## config.mk

```make
export PLATFORM = sky130hd
export DESIGN_NAME = muldiv_hilo_unit_flat
export DESIGN_NICKNAME = d
export VERILOG_FILES = /design/src/rtl/muldiv_hilo_if.sv /design/src/rtl/muldiv_hilo_unit.sv /design/src/flat_wrapper.sv
export SDC_FILE = /design/constraint.sdc
export NUM_CORES = 1
export LEC_CHECK = 0
export ABC_AREA = 1
export ABC_CLOCK_PERIOD_IN_PS = 4600
export CAP_MARGIN = 20
export CORE_MARGIN = 8
export CORE_UTILIZATION = 32
export CTS_CLUSTER_DIAMETER = 50
export DETAILED_ROUTE_END_ITERATION = 7
export GPL_TIMING_DRIVEN = 0
export PLACE_DENSITY = 0.46
export SETUP_SLACK_MARGIN = 0.2
export SYNTH_ARGS = -nofsm -noshare
export SYNTH_HDL_FRONTEND = slang
export SYNTH_SLANG_ARGS = --single-unit
```

## constraint.sdc

```tcl
create_clock -name clk -period 4.6 [get_ports clk]
set_input_delay 0.92 -clock clk [delete_from_list [all_inputs] [get_ports clk]]
set_output_delay 0.92 -clock clk [all_outputs]
set_load 0.01 [all_outputs]
```

## src/rtl/muldiv_hilo_if.sv

```systemverilog
// Issue and result bundle between the decode/hazard logic and the HI/LO multiply/divide unit.
interface muldiv_hilo_if #(
   parameter int DATA_WIDTH = 32
);
   logic                  start;
   logic [1:0]            op;
   logic [DATA_WIDTH-1:0] a;
   logic [DATA_WIDTH-1:0] b;
   logic                  hi_wr;
   logic                  lo_wr;
   logic [DATA_WIDTH-1:0] wr_data;
   logic [DATA_WIDTH-1:0] hi;
   logic [DATA_WIDTH-1:0] lo;
   logic                  busy;
   logic                  done;
   logic                  div_by_zero;

   modport master (
      output start, op, a, b, hi_wr, lo_wr, wr_data,
      input  hi, lo, busy, done, div_by_zero
   );

   modport slave (
      input  start, op, a, b, hi_wr, lo_wr, wr_data,
      output hi, lo, busy, done, div_by_zero
   );
endinterface

```

## src/rtl/muldiv_hilo_unit.sv

```systemverilog
// Iterative one-bit-per-cycle MULT/MULTU/DIV/DIVU unit owning HI/LO, with MTHI/MTLO
// writes and busy/done for the hazard unit.
module muldiv_hilo_unit #(
   parameter int DATA_WIDTH = 32
) (
   input  logic          clk,
   input  logic          rst_n,
   muldiv_hilo_if.slave  bus
);
   localparam int W  = DATA_WIDTH;
   localparam int CW = $clog2(W + 1);

   typedef enum logic [1:0] {IDLE, RUN, FIX} state_t;

   state_t           state;
   logic [CW-1:0]    cnt;
   logic             is_div;
   logic             neg_q;
   logic             neg_r;
   logic             b_zero;
   logic             done_q;
   logic             dbz_q;
   logic [W-1:0]     hi_q;
   logic [W-1:0]     lo_q;
   logic [W-1:0]     a_raw;
   logic [W-1:0]     mag_b;
   logic [2*W-1:0]   acc;
   logic [2*W-1:0]   acc_nxt;
   logic [W:0]       mul_sum;
   logic             div_ge;
   logic [W-1:0]     div_sub;

   function automatic logic [W-1:0] magnitude(input logic signed [W-1:0] v, input logic sgn);
      if (sgn && v[W-1]) return -v;
      else               return v;
   endfunction

   function automatic logic [W-1:0] neg_w(input logic [W-1:0] v, input logic n);
      return n ? -v : v;
   endfunction

   function automatic logic [2*W-1:0] neg_d(input logic [2*W-1:0] v, input logic n);
      return n ? -v : v;
   endfunction

   // acc holds {partial product, multiplier} for mul, {remainder, dividend/quotient} for div
   always_comb begin
      mul_sum = {1'b0, acc[2*W-1:W]} + (acc[0] ? {1'b0, mag_b} : '0);
      div_ge  = acc[2*W-1:W-1] >= {1'b0, mag_b};
      div_sub = acc[2*W-2:W-1] - mag_b;
      acc_nxt = '0;
      if (is_div) begin
         if (div_ge) acc_nxt = {div_sub, acc[W-2:0], 1'b1};
         else        acc_nxt = {acc[2*W-2:0], 1'b0};
      end else begin
         acc_nxt = {mul_sum, acc[W-1:1]};
      end
   end

   // Operand latch and iteration datapath; no reset needed, results only escape via FIX
   always_ff @(posedge clk) begin
      if (state == IDLE && bus.start) begin
         is_div <= bus.op[1];
         a_raw  <= bus.a;
         mag_b  <= magnitude(bus.b, ~bus.op[0]);
         acc    <= {{W{1'b0}}, magnitude(bus.a, ~bus.op[0])};
         neg_q  <= ~bus.op[0] & (bus.a[W-1] ^ bus.b[W-1]);
         neg_r  <= ~bus.op[0] & bus.a[W-1];
         b_zero <= (bus.b == '0);
      end else if (state == RUN) begin
         acc <= acc_nxt;
      end
   end

   always_ff @(posedge clk or negedge rst_n) begin
      if (!rst_n) begin
         state  <= IDLE;
         cnt    <= '0;
         hi_q   <= '0;
         lo_q   <= '0;
         done_q <= 1'b0;
         dbz_q  <= 1'b0;
      end else begin
         done_q <= 1'b0;
         case (state)
            IDLE: begin
               if (bus.start) begin
                  dbz_q <= 1'b0;
                  cnt   <= '0;
                  state <= RUN;
               end else begin
                  if (bus.hi_wr) hi_q <= bus.wr_data;
                  if (bus.lo_wr) lo_q <= bus.wr_data;
               end
            end
            RUN: begin
               cnt <= cnt + 1'b1;
               if (cnt == CW'(W - 1)) state <= FIX;
            end
            FIX: begin
               state  <= IDLE;
               done_q <= 1'b1;
               if (is_div) begin
                  // divide by zero still takes full latency and returns all-ones / raw dividend
                  if (b_zero) begin
                     lo_q  <= '1;
                     hi_q  <= a_raw;
                     dbz_q <= 1'b1;
                  end else begin
                     lo_q <= neg_w(acc[W-1:0], neg_q);
                     hi_q <= neg_w(acc[2*W-1:W], neg_r);
                  end
               end else begin
                  {hi_q, lo_q} <= neg_d(acc, neg_q);
               end
            end
            default: state <= IDLE;
         endcase
      end
   end

   assign bus.hi          = hi_q;
   assign bus.lo          = lo_q;
   assign bus.busy        = (state != IDLE);
   assign bus.done        = done_q;
   assign bus.div_by_zero = dbz_q;
endmodule
```

## src/flat_wrapper.sv

```systemverilog
// flat-port wrapper written by rule: the top's interface ports become plain ports
module muldiv_hilo_unit_flat 
#(
   parameter int DATA_WIDTH = 32
)
  (clk, rst_n, bus_start, bus_op, bus_a, bus_b, bus_hi_wr, bus_lo_wr, bus_wr_data, bus_hi, bus_lo, bus_busy, bus_done, bus_div_by_zero);
  muldiv_hilo_if #(.DATA_WIDTH(DATA_WIDTH)) bus_i ();
  input  logic clk;
  input  logic rst_n;
  input wire logic [$bits(bus_i.start)-1:0] bus_start;
  input wire logic [$bits(bus_i.op)-1:0] bus_op;
  input wire logic [$bits(bus_i.a)-1:0] bus_a;
  input wire logic [$bits(bus_i.b)-1:0] bus_b;
  input wire logic [$bits(bus_i.hi_wr)-1:0] bus_hi_wr;
  input wire logic [$bits(bus_i.lo_wr)-1:0] bus_lo_wr;
  input wire logic [$bits(bus_i.wr_data)-1:0] bus_wr_data;
  output wire logic [$bits(bus_i.hi)-1:0] bus_hi;
  output wire logic [$bits(bus_i.lo)-1:0] bus_lo;
  output wire logic [$bits(bus_i.busy)-1:0] bus_busy;
  output wire logic [$bits(bus_i.done)-1:0] bus_done;
  output wire logic [$bits(bus_i.div_by_zero)-1:0] bus_div_by_zero;
  assign bus_i.start = bus_start;
  assign bus_i.op = bus_op;
  assign bus_i.a = bus_a;
  assign bus_i.b = bus_b;
  assign bus_i.hi_wr = bus_hi_wr;
  assign bus_i.lo_wr = bus_lo_wr;
  assign bus_i.wr_data = bus_wr_data;
  assign bus_hi = bus_i.hi;
  assign bus_lo = bus_i.lo;
  assign bus_busy = bus_i.busy;
  assign bus_done = bus_i.done;
  assign bus_div_by_zero = bus_i.div_by_zero;
  muldiv_hilo_unit #(.DATA_WIDTH(DATA_WIDTH)) u_core (.clk(clk), .rst_n(rst_n), .bus(bus_i));
endmodule
```

==> summary.md, run 1 <==
| Metric | Value |
|---|---|
| Outcome | complete, no violations |
| R2R Path End | u_core.acc[50] |
| Async SR Flop Fraction | 35.9% |
| Final hold violation count | 0 |
| Post-synth cell types | 53 |
| R2R Setup Slk | about 1.1 ns |
| Critical path endpoint category | flip-flop |
| Max Slew Vio Count | 0 |
| Total Wirelength | 97400 um |
| # setup viols final | 0 |
| FF-to-FF Start | u_core.acc[0] |
| # IOs | 170 |
| Switch share | 52.6% |
| Clock root buffer master | clkbuf_16 |
| Final period util | 76.8% |
| 1st-iter DRT viols | 2323 |
| Most frequent cells in the layout | nand2_1, inv_1, nor2_1 |
| CTS tree | built |
| Post-synth EDFFs | 100 |
| Nets | 3512 |
| Initial antenna violation count | 5 |
| Max Fclk | 283 MHz |
| Static Leakage | 0.0110 uW |
| Min-delay worst type | in -> async |
| Synth-to-layout area growth | 21.4% |
| CTS H-tree lvls | 2 |
| Vias in the first global route | ~20000 |
| Post-CTS resize count | 0 |
| Pre-CTS WS | about 0.48 ns |
| Post-Syn Instances | 3124 |
| RSZ-0062 raised after global routing | false |
| Pre-Repair DR Iteration Count | 6 |
| Cts bufs inserted | 39 |
| DIE AREA | 0.0672 mm^2 |
| Syn Area/Cell | 6.06 um^2 |
| Synthesized Nets | 3298 |
| Synthesis-stage register bit count | 206 |
| Die Width | 259 um |
| Startpoint type of the worst setup path | flip-flop |
| Synth top area share | 19.8% |
| Vias | 21479 |
| Drt wl/cell | 23.5 um |
| Power share of the sequential group | 22.8% |
| Yosys warns | 0 |
| Initial Utilization | roughly a third |
| Minimum clock period | 3.54 ns |
| Cell area after synthesis | ~0.019 mm^2 |
| Most common cell after layout, fill and taps aside | nand2_1 |
| Worst Skew | 0.0242 ns |
| Crit path DAT | 3.97 ns |
| Antenna-violating nets left | 0 |
| Switching pwr | 8470 uW |
| Synth top area cells | nand2_1, edfxtp_1, dfrtp_1 |
| WS Path Type | reg -> reg |
| Vias/cell | between 5 and 6 |
| Gr usage total | 28.0% |
| Max clock buf depth | 3 |
| Largest net degree at the start of global routing | 45 |
| Total power | 16100 uW |
| Path depth of the worst reg2reg path | 13 |
| Setup slack after layout | 1.06 ns |
| Die Ht | 259 um |
| Worst skew pair latency | 0.56 ns |
| Grt ovf | 0 |
| Peak supply drop | ~0.35 mV |
| Max Cap Viol | 0 |
| PwrDens | 701 mW/mm^2 |
| Post-CTS Setup Inserts | 0 |
| Worst-Margin Slew | 1.11 ns |
| Clock sinks | a little over 200 |
| Worst Path Required | 5.04 ns |
| Clock network power share | 17.9% |
| CTS clk-pin slew, worst paths | roughly 0.050 ns |
| Crit-path max FO | 10 |
| Multi-input gate area | 0.0113 mm^2 |
| IO Port Bufs | 169 |
| DRC Markers | 0 |
| Synth area leader | nand2_1 |
| Register area share after synthesis | 29.0% |
| Cell internal pwr | around 7600 uW |
| # hold bufs at CTS | 0 |
| Combinational share of power | 59.3% |
| Top FF cell, synth | edfxtp_1 |
| GP Congestion | 0.984 |
| Row count | 89 |
| Seq. cell area | 0.00550 mm^2 |
| Share of layout cells above drive strength 1 | 4.25% |
| Slew margin rel. | 26.1% |
| Fill count | 6483 |
| First-pass GRT wire length | 138000 um |
| Core box area | slightly below 0.06 mm^2 |
| DP HPWL | a little over 80000 um |
| Core Util, Final | 39.1% |
[per-layer routing]
layer,GRT usage [%],part of all wire [%]
met1,43.8,50
met2,39.1,39
met3,5.96,9.1
met4,4.77,1.4
met5,0,0
[Yosys cell counts, types with 2 or more instances]
| master | number |
|---|---|
| nand4_1 | 49 |
| dfxtp_1 | 32 |
| a31oi_1 | 11 |
| nand3_1 | 192 |
| nand3_2 | 2 |
| nand2_2 | 8 |
| nor3_1 | 24 |
| buf_4 | 3 |
| nand3b_1 | 15 |
| o21ai_1 | 13 |
| fa_1 | 2 |
| o21ai_2 | 3 |
| inv_2 | 10 |
| a21o_1 | 5 |
| clkbuf_1 | 81 |
| o31ai_1 | 5 |
| o21bai_1 | 12 |
| nand2_4 | 2 |
| o211ai_1 | 11 |
| nor2_2 | 12 |
| nor2_4 | 4 |
| xor2_1 | 48 |
| ha_1 | 69 |
| o21ai_0 | 214 |
| buf_2 | 8 |
| dfrtp_1 | 74 |
| a21oi_1 | 187 |
| nor2_1 | 407 |
| o22ai_1 | 4 |
| and2_1 | 5 |
| edfxtp_1 | 100 |
| o32a_1 | 2 |
| nor4_1 | 10 |
| inv_1 | 432 |
| nand2_1 | 999 |
| or2_2 | 7 |
| nor3_2 | 2 |
| buf_6 | 2 |
| xnor2_1 | 29 |
| a21oi_2 | 3 |
| o21a_1 | 4 |
| buf_1 | 11 |
[critical path, stage by stage, from the launching register on]
cell	delay, ns
edfxtp_1	0.31
buf_2	0.29
clkbuf_1	0.47
nand2_1	0.10
inv_1	0.07
ha_1	0.30
a21oi_1	0.35
o21ai_0	0.26
a21oi_1	0.59
nand4_1	0.17
nand3_1	0.20
nand2_1	0.10
nor2_1	0.14
nor2_1	0.04
[registers in the layout, indices dropped and copies added, names as in the netlist, 2 cells and up]
name,flops
u_core.acc,64
u_core.a_raw,32
u_core.bus.hi,32
u_core.bus.lo,32
u_core.mag_b,32
u_core.cnt,6
u_core.state,2
[power by group through the flow]
stage / Clock (uW) / Combinational, uW / Sequential, uW
after floorplan: 0 / 5810 / 3350
after global placement: 0 / 9330 / 3690
after detailed placement: 0 / 9350 / 3690
after CTS: 2940 / 9400 / 3660
after global routing: 3020 / 10500 / 3740
final: 2890 / 9560 / 3670
[final cells by class]
class                   instances  area share (%)
clock buffers                  47            4.59
flip-flops and latches        206            23.9
well taps                     773            4.21
repair buffers                173            7.67
inverters                     444            7.28
plain buffers                 105            1.89
multi-input cells            2369            49.3
diodes                          1          0.0109
clock inverters                23            1.12
[worst max-delay path by stage]
stage | endpoint | cells past startpoint | startpoint | slack, ns
floorplan | u_core.a_raw[0] | 3 | bus_start | 0.93
global placement | u_core.acc[19] | 6 | bus_start | -1.33
detailed placement | u_core.mag_b[26] | 7 | bus_b[31] | 0.48
CTS | u_core.mag_b[26] | 7 | bus_b[31] | 1.06
global route | u_core.acc[59] | 19 | u_core.acc[0] | 0.91
finish | u_core.acc[50] | 13 | u_core.acc[0] | 1.06
[cells by family after synthesis]
family	Yosys count	share of synthesized area, %
AND/OR/NAND/NOR	1743	38.1
buffers and inverters	549	11.1
AO/OA/AOI/OAI	478	13.5
flip-flops	206	29.0
XOR/XNOR	77	3.56
adder cells (fa/ha/maj)	71	4.77
[stage by stage]
step / hold WS, ns / cell area [um^2] / setup TNS, ns / instances
finish: 0.313 / 23000 / 0 / 4141
detailed placement: 0.469 / 21700 / 0 / 4069
CTS: 0.296 / 23000 / 0 / 4139
floorplan: 0.489 / 18900 / 0 / 3124
global placement: 0.473 / 21600 / -127.88 / 4066
global route: 0.321 / 23000 / 0 / 4140
Power figures use the tool's default switching activity.
==> run 2: changes to the inputs <==
--- a/config.mk
+++ b/config.mk
@@ -6,7 +6,7 @@
 export NUM_CORES = 1
 export LEC_CHECK = 0
 export ABC_AREA = 1
-export ABC_CLOCK_PERIOD_IN_PS = 4600
+export ABC_CLOCK_PERIOD_IN_PS = 3400
 export CAP_MARGIN = 20
 export CORE_MARGIN = 8
 export CORE_UTILIZATION = 32
==> constraint.sdc (replaced) <==
create_clock -name clk -period 3.4 [get_ports clk]
set_input_delay 0.68 -clock clk [delete_from_list [all_inputs] [get_ports clk]]
set_output_delay 0.68 -clock clk [all_outputs]
set_load 0.01 [all_outputs]
==> run 2 against run 1 <==
Net effect: via count grew 0.60%; die area unchanged; first-iteration DRC count decreased by 0.60%; sequential share of layout area up 0.10 points; flip-flop and latch count stayed put; critical path type unchanged; clock power up 21%; cell count shrank 0.17%.
==> summary.md, run 2 (same netlist as run 1, synthesis figures left out) <==
| Metric | Value |
|---|---|
| Vias in the first global route | approximately 20000 |
| Max Fclk | approximately 310 MHz |
| Most common cell after layout, fill and taps aside | nand2_1 |
| Outcome | complete, no violations |
| Startpoint type of the worst setup path | flip-flop |
| Static Leakage | 0.0110 uW |
| Nets | about 3500 |
| Minimum clock period | 3.18 ns |
| Total Wirelength | just under 100000 um |
| # setup viols final | 0 |
| Initial antenna violation count | 3 |
| Max Cap Viol | 0 |
| Worst Skew | 0.0271 ns |
| Core Util, Final | 38.9% |
| Worst skew pair latency | 0.57 ns |
| Die Width | 259 um |
| Pre-Repair DR Iteration Count | 6 |
| Worst Path Required | between 3 and 4 ns |
| Critical path endpoint category | flip-flop |
| 1st-iter DRT viols | 2309 |
| Clock root buffer master | clkbuf_16 |
| Clock sinks | 206 |
| Fill count | 6494 |
| RSZ-0062 raised after global routing | true |
| DP HPWL | 80600 um |
| Initial Utilization | 32.2% |
| Total power | ~22000 uW |
| Grt ovf | 0 |
| Antenna-violating nets left | 0 |
| Cts bufs inserted | 34 |
| Peak supply drop | approximately 0.5 mV |
| Largest net degree at the start of global routing | 51 |
| Setup Total Neg Slack | 0 ns |
| Max Slew Vio Count | 0 |
| Core box area | 0.0588 mm^2 |
| CTS tree | built |
| Drt wl/cell | 23.4 um |
| Gr usage total | 27.8% |
| DRC Markers | 0 |
| CTS H-tree lvls | 2 |
| DIE AREA | 0.0672 mm^2 |
| Crit path DAT | roughly 3.6 ns |
| Max clock buf depth | 3 |
| # IOs | 170 |
| Min-delay worst type | in -> async |
| IO Port Bufs | 169 |
| Largest register FFs | 64 |
| Slew margin rel. | 25.9% |
| Vias | 21607 |
| CTS clk-pin slew, worst paths | 0.06 ns |
| Top reg by flops | u_core.acc |
| Vias/cell | 5.23 |
| Final hold violation count | 0 |
| GP Congestion | 0.996 |
| Synth-to-layout area growth | 20.9% |
| Most frequent cells in the layout | nand2_1, inv_1, nor2_1 |
| PwrDens | 941 mW/mm^2 |
| Die Ht | 259 um |
| Number of antenna repair diodes | 0 |
| Worst-Margin Slew | 1.11 ns |
| WS Path Type | reg -> reg |
| Final period util | between 90 and 100% |
| First-pass GRT wire length | 137000 um |
| Share of layout cells above drive strength 1 | 4.58% |
| Row count | 89 |
| Crit-path max FO | 10 |
[run 2: cell count changes in the layout (fill, tap and decap cells not counted), moves of 4 or more]
| cell | before | now |
|---|---|---|
| a21oi_1 | 187 | 183 |
| a21oi_2 | 3 | 7 |
| clkbuf_16 | 39 | 34 |
| inv_6 | 8 | 3 |
| nor2_1 | 407 | 402 |
| nor2_2 | 12 | 16 |
[run 2: cell type report]
cell class | count | area (um^2) | share of cell area [%]
Timing Repair Buffer | 175 | 1780 | 7.77
Multi-Input combinational cell | 2369 | 11400 | 49.8
Buffer | 105 | 443 | 1.94
Clock buffer | 41 | 897 | 3.92
Tap cell | 773 | 967 | 4.23
Sequential cell | 206 | 5500 | 24.0
Clock inverter | 21 | 235 | 1.03
Inverter | 444 | 1680 | 7.33
[run 2: what timing repair did]
action                                  CTS  global route
gates resized for setup                   5            23
setup buffers                             2             1
hold buffers                              0             0
endpoints found under the setup margin   18            23
[run 2: final timing paths]
check,startpoint,cells past startpoint,to,slack (ns)
max,u_core.neg_q,6,u_core.bus.lo[23],0.22
min,rst_n,1,u_core.bus.hi[5],0.05
max reg2reg,u_core.neg_q,6,u_core.bus.lo[23],0.22
min reg2reg,u_core.bus.lo[21],2,u_core.bus.lo[21],0.48
max in group asynchronous,rst_n,2,u_core.bus.lo[20],2.74
min in group clk,u_core.bus.lo[21],2,u_core.bus.lo[21],0.48
[run 2: metrics by stage]
step	hold WS, ns	instances	setup slack (ns)	cell area, um^2
global placement	0.472	4066	-1.39	21600
floorplan	0.384	3124	0.964	18900
global route	0.0547	4134	0.161	22900
finish	0.0515	4134	0.222	22900
CTS	0.0375	4133	0.173	22800
detailed placement	0.473	4069	-0.466	21700
[run 2: worst max-delay path: stages (launching register included)]
cell and delay (ns):
edfxtp_1 0.32, clkbuf_1 0.53, buf_2 0.44, buf_1 0.72, nand2_1 0.16, o21ai_0 0.68, a31oi_1 0.16
[run 2: where the power goes]
group	switching, uW	internal [uW]	total [uW]	leakage [uW]
sequential	1260	3710	4970	0.00208
clock	1420	2090	3510	0.000541
combinational	8840	4210	13100	0.00837
[run 2: routing by layer]
metal	global-route usage (%)	wire (um)	vias up
met5	1.75	164	-
met4	6.45	2140	2
met3	5.98	8880	107
met2	37.4	37300	926
met1	43.5	48300	10169
li1	-	-	10403
